==> src/rtl/mux_scan_ctrl.sv <==
// Control/capture stage for a bank of mux4 instances sharing one select:
// steps sel through the enabled lanes in ascending order and assembles the captures.
module mux_scan_ctrl #(
  parameter int WIDTH = 8
) (
  input  logic                 clk,
  input  logic                 reset,
  input  logic                 start,
  input  logic [3:0]           mask,
  input  logic [WIDTH-1:0]     mux_out,
  output logic [1:0]           sel,
  output logic                 busy,
  output logic                 done,
  output logic [4*WIDTH-1:0]   result,
  output logic [1:0]           dbg_state
);

  typedef enum logic [1:0] {
    IDLE = 2'd0,
    SCAN = 2'd1,
    DONE = 2'd2
  } state_e;

  state_e             state_q, state_d;
  logic [3:0]         mask_q, mask_d;
  logic [1:0]         ptr_q, ptr_d;
  logic [4*WIDTH-1:0] result_q, result_d;

  logic [1:0]         first_lane;
  logic [1:0]         next_lane;
  logic               has_next;

  always_ff @(posedge clk or posedge reset) begin
    if (reset) begin
      state_q  <= IDLE;
      mask_q   <= 4'b0000;
      ptr_q    <= 2'b00;
      result_q <= '0;
    end else begin
      state_q  <= state_d;
      mask_q   <= mask_d;
      ptr_q    <= ptr_d;
      result_q <= result_d;
    end
  end

  // Descending loops so the lowest qualifying lane is the last (winning) assignment.
  always_comb begin
    first_lane = 2'b00;
    for (int i = 3; i >= 0; i--) begin
      if (mask[i]) first_lane = 2'(i);
    end
    next_lane = ptr_q;
    has_next  = 1'b0;
    for (int i = 3; i >= 0; i--) begin
      if (mask_q[i] && (2'(i) > ptr_q)) begin
        next_lane = 2'(i);
        has_next  = 1'b1;
      end
    end
  end

  always_comb begin
    state_d  = state_q;
    mask_d   = mask_q;
    ptr_d    = ptr_q;
    result_d = result_q;
    case (state_q)
      IDLE: begin
        if (start) begin
          mask_d   = mask;
          result_d = '0;
          ptr_d    = first_lane;
          state_d  = (mask != 4'b0000) ? SCAN : DONE;
        end
      end
      SCAN: begin
        result_d[int'(ptr_q)*WIDTH +: WIDTH] = mux_out;
        if (has_next) ptr_d = next_lane;
        else          state_d = DONE;
      end
      DONE:    state_d = IDLE;
      default: state_d = IDLE;
    endcase
  end

  assign sel       = (state_q == SCAN) ? ptr_q : 2'b00;
  assign busy      = (state_q == SCAN);
  assign done      = (state_q == DONE);
  assign result    = result_q;
  assign dbg_state = state_q;

endmodule

==> config.mk <==
export PLATFORM = sky130hd
export DESIGN_NAME = mux_scan_ctrl
export DESIGN_NICKNAME = d
export VERILOG_FILES = /design/src/rtl/mux_scan_ctrl.sv
export SDC_FILE = /design/constraint.sdc
export NUM_CORES = 1
export LEC_CHECK = 0
export ABC_CLOCK_PERIOD_IN_PS = 2300
export BUFFER_PORTS_ARGS = -buffer_cell sky130_fd_sc_hd__buf_2
export CAP_MARGIN = 20
export CORE_MARGIN = 2
export CORE_UTILIZATION = 50
export DETAILED_ROUTE_END_ITERATION = 7
export GPL_ROUTABILITY_DRIVEN = 0
export PLACE_DENSITY_LB_ADDON = 0.25
export SLEW_MARGIN = 15
export SYNTH_ARGS = -nofsm -noshare
export SYNTH_HDL_FRONTEND = slang
export SYNTH_SLANG_ARGS = --single-unit
==> constraint.sdc <==
create_clock -name clk -period 2.3 [get_ports clk]
set_clock_uncertainty 0.15 [all_clocks]
set_input_delay 0.23 -clock clk [delete_from_list [all_inputs] [get_ports clk]]
set_output_delay 0.23 -clock clk [all_outputs]
set_load 0.02 [all_outputs]
### After elaboration in Yosys (flattened, before gate mapping)

Index checks and enable logic that the tools add are counted.

| word-level totals | value |
|---|---|
| register bits after elaboration | 40 |
| latch bits | 0 |
| RAM bits | 0 |
| bits in read-only memories | 0 |
| word-level logic and storage cells | 51 |
| memories kept | 0 |

| cells by class | value |
|---|---|
| add/sub/neg operators | 1 |
| multiply operators | 0 |
| divide/modulo/power cells | 0 |
| magnitude comparators | 4 |
| equality and inequality tests | 6 |
| shifts and indexed selects | 2 |
| multiplexer cells | 23 |
| bitwise logic cells | 0 |
| reduce and logical (&&, ||, !) cells | 11 |

Operators with widths:

| kind | number |
|---|---|
| one-hot mux 32 bit (2 select lines) | 1 |
| negation 5 -> 33 bit | 1 |
| variable shift 8 x 33 -> 32 bit (first input constant) | 1 |
| indexed part select 8 x 33 -> 32 bit | 1 |
| bitwise mux 32 bit | 1 |
| 2-to-1 mux 32 bit | 1 |
| 2-to-1 mux 2 bit | 14 |
| one-hot mux 2 bit (2 select lines) | 2 |
| AND reduction 2 bit | 3 |
| != test 5 x 1 -> 1 bit (second input constant) | 1 |
| greater-than comparator 1 x 2 -> 1 bit (first input constant) | 2 |
| greater-than comparator 2 bit (first input constant) | 2 |
| logical AND 1 bit | 4 |
| 2-to-1 mux 1 bit | 4 |
| != test 2 bit (second input constant) | 2 |
| AND reduction 4 bit | 1 |
| nonzero test 4 bit | 1 |
| equality test 2 x 1 -> 1 bit (second input constant) | 1 |
| equality test 2 bit (second input constant) | 1 |
| zero test 2 bit | 1 |
| != test 2 x 1 -> 1 bit (second input constant) | 1 |
| nonzero test 2 bit | 1 |

### Logic depth before layout (Yosys ltp)

| logic depth | value |
|---|---|
| word-level depth | 8 |
| depth in mapped cells | 6 |
| depth with buffers taken out | 5 |

### Least setup slack after synthesis

Ideal clock, no wire load.

| timing | value |
|---|---|
| path type | register to register |
| start point | register ptr_q[0] |
| end point | register ptr_q[0] |
| library setup time | 0.146 ns |
| arrival | 1.546 ns |
| data required time | 2.004 ns |
| path slack | 0.458 ns |
| stages on the path, launching flop included | 6 |
| clock period less this slack | 1.842 ns |
| cells stage by stage | dfrtp_1 -> inv_1 -> ha_1 -> or3b_1 -> a31oi_1 -> o311ai_0 |

| between the ends | value |
|---|---|
| longest elaborated chain between the ends | 8 |

Ends and longest elaborated chain:

| item | RTL line | RTL |
|---|---|---|
| start, declared | 26 | `logic [1:0] ptr_q, ptr_d;` |
| start signal, assigned | 42 | `ptr_q <= ptr_d;` |
| greater-than comparator 2 bit | 56 | `if (mask_q[i] && (2'(i) > ptr_q)) begin` |
| logical AND 1 bit | 56 |  |
| 2-to-1 mux 1 bit (4 in series) | 56 |  |
| != test 2 x 1 -> 1 bit (no source line) | - |  |
| AND reduction 4 bit (no source line) | - |  |

Several ways; a longest one is shown, not always the timed one. The select of a mux whose other input is x is not followed.
A chain may end at the register's enable or synchronous reset.

### Worst setup path after layout

Same ends and word-level chain as after synthesis.

==> metrics.yaml <==
worst_ep_arrival_time_ps: 2180
status: "completed"
hold_path_class: "in -> reg"
tightest_slew_ps: 474
cts_tree: "built"
slew_headroom_pct: 68.4
initial_core_util_pct: 51.6
hp-start: "mux_out[0]"
setup_viol: 0
async_reset_ff_share_pct: 100
clk_pin_slew_ps: 120
power_density_mw_per_mm2: 1090
cts_buffers: 5
drt-pass1-iter-count: 4
start_kind: "flip-flop"
port_buffers: 52
cts.sinks: 39
synth_most_common_cell: "dfrtp_1"
synth.top_cell.area_share_pct: 57.6
die_h_um: 62.2
diodes: 0
io-pin-count: 53
via_count: 1275
postRouteAntennaNets: 0
grt_pass1_wl_mm: 6.39
clockRootBuffer: "clkbuf_4"
synth.avg_cell_area_um2: 13.3
whs_path_depth: 2
routed_via_density: 5.52
synth_area_mm2: 0.00170
seq_power_share_pct: 43.7
drt_iter0_markers: 62
track_usage_pct: 20.9
antenna_found_initial: 0
routedWlPerCell_um: 16.0
fp-row-count: 21
finalCriticalPeriod_ps: 2120
crit_path_end_kind: "flip-flop"
period_share_pct: 92.2
synth_common_cells: "dfrtp_1, a22o_1, nand2_1, ha_1, inv_1"
hold_ws_ps: 11.4
finalHoldViolCount: 0
irDropWorstVdd_mv: 0.498
hpwl_mm: 2.73
drc: 0
overflow: 0
reg2reg_from: "ptr_q[0]"
synthTopCellsByArea: "dfrtp_1, a22o_1, ha_1"
ys_types: 35
die_x_um: 62.2
drv_slew: 0
r2r_cells: 5
grt_pass1_vias: 1309
synth_edf_count: 0
endpoint: "ptr_q[0]"
insertion_delay_ps: 340
yosysTopAreaCell: "dfrtp_1"
core_area_mm2: 0.00328
syn_inst: 127
htreeDepth: 2
post_cts_buffers: 0
intPower_mw: 1.31
leakage_nw: 1.12
cp_max_fo: 6
ys.flop_type: "dfrtp_1"
cts_resized: 0
nFillCells: 277
syn_nets: 147
ys_ff_latch: 39
grt_start_max_net_pins: 40
fin_nets: 204
pwr-share-comb_pct: 41.3
syn2layout_area_growth_pct: 21.3
path_class: "reg -> reg"
final.setup.tns_ps: 0
r2r_slack_ps: 180
p_sw_mw: 0.933
r2r_end: "ptr_q[0]"
required_ps: 2360
fmax_ghz: 0.471
netSwitchingFraction_pct: 41.6
yosysWarningCount: 0
clock_path_buffers: 2
ys_seq_area_share_pct: 57.6
p_clk_share_pct: 15.0
drive_above_1_share_pct: 40.0
die_area_mm2: 0.00387
rsz0062_at_grt: "false"
cap_violations: 0
cp-startpoint: "ptr_q[0]"
route.final.wire_length_mm: 3.69
cell usage in the layout, fill, tap and decap left out, types with 3 or more instances in the layout:
| cell type | netlist | routed |
|---|---|---|
| a21o_2 | 3 | 3 |
| a22o_1 | 32 | 32 |
| buf_2 | 1 | 52 |
| clkbuf_4 | 0 | 5 |
| dfrtp_1 | 39 | 39 |
| ha_1 | 5 | 5 |
| inv_1 | 5 | 5 |
| mux2_2 | 3 | 3 |
| nand2_1 | 6 | 6 |
| nor2_1 | 3 | 3 |
per-layer routing:
layer | vias to the layer above | routed length [um] | track usage [%]
met3 | 2 | 168 | 3.80
met1 | 633 | 1790 | 29.5
met4 | 0 | 13 | 5.00
met5 | - | 0 | 0
li1 | 603 | - | -
met2 | 37 | 1730 | 34.0
through the flow:
stage	setup WS (ps)	power (mW)	instances	utilization (%)	cell area, um2
finish	178	2.24	231	62.6	2060
global route	97.2	2.40	231	62.6	2060
CTS	205	2.26	231	62.6	2060
detailed placement	240	1.92	222	60.6	1990
global placement	350	1.88	222	60.6	1990
floorplan	458	1.65	127	-	1700
repair_timing:
item / in CTS / in global routing
setup endpoints to repair: 0 / 0
hold buffers: 1 / 0
endpoints found under the hold margin: 39 / 0
worst min path at each step:
stage | to | slack (ps)
2_1_floorplan | result[10] | 210
3_3_place_gp | result[25] | 200
3_5_place_dp | result[31] | 220
4_1_cts | result[24] | 4
5_1_grt | result[21] | 9
6_report | result[8] | 10
sequential cells by signal (all words and copies together), names as in the netlist:
register	flops
ptr_q	2
dbg_state	2
mask_q	3
result	32
critical path, stage by stage, from the launching register on:
cell	delay (ps)
dfrtp_1	560
inv_1	160
ha_1	250
or3b_1	390
a31oi_1	290
o311ai_0	190
cell families after synthesis:
family          after synthesis  share of synthesized area [%]
compound gates               43                           21.7
fa+ha+maj                     5                           3.69
buf+inv                       9                           2.95
flops                        39                           57.6
mux                           3                           1.99
simple gates                 28                           12.1
power groups by stage:
| stage | registers [mW] | logic (mW) | clock network [mW] |
|---|---|---|---|
| after detailed placement | 0.993 | 0.927 | 0 |
| after global routing | 1.01 | 1.01 | 0.384 |
| after floorplan | 1.06 | 0.595 | 0 |
| after CTS | 0.980 | 0.931 | 0.351 |
| final | 0.981 | 0.926 | 0.337 |
| after global placement | 0.983 | 0.896 | 0 |
area by class of cell:
type / instances / area (um2) / area share (%)
clock buffers: 5 / 37.5 / 1.82
multi-input cells: 79 / 669 / 32.5
clock inverters: 3 / 20.0 / 0.973
well taps: 46 / 57.6 / 2.80
repair buffers: 54 / 278 / 13.5
flip-flops and latches: 39 / 976 / 47.4
inverters: 5 / 18.8 / 0.912
No activity file was read; power rests on OpenSTA's default activity.
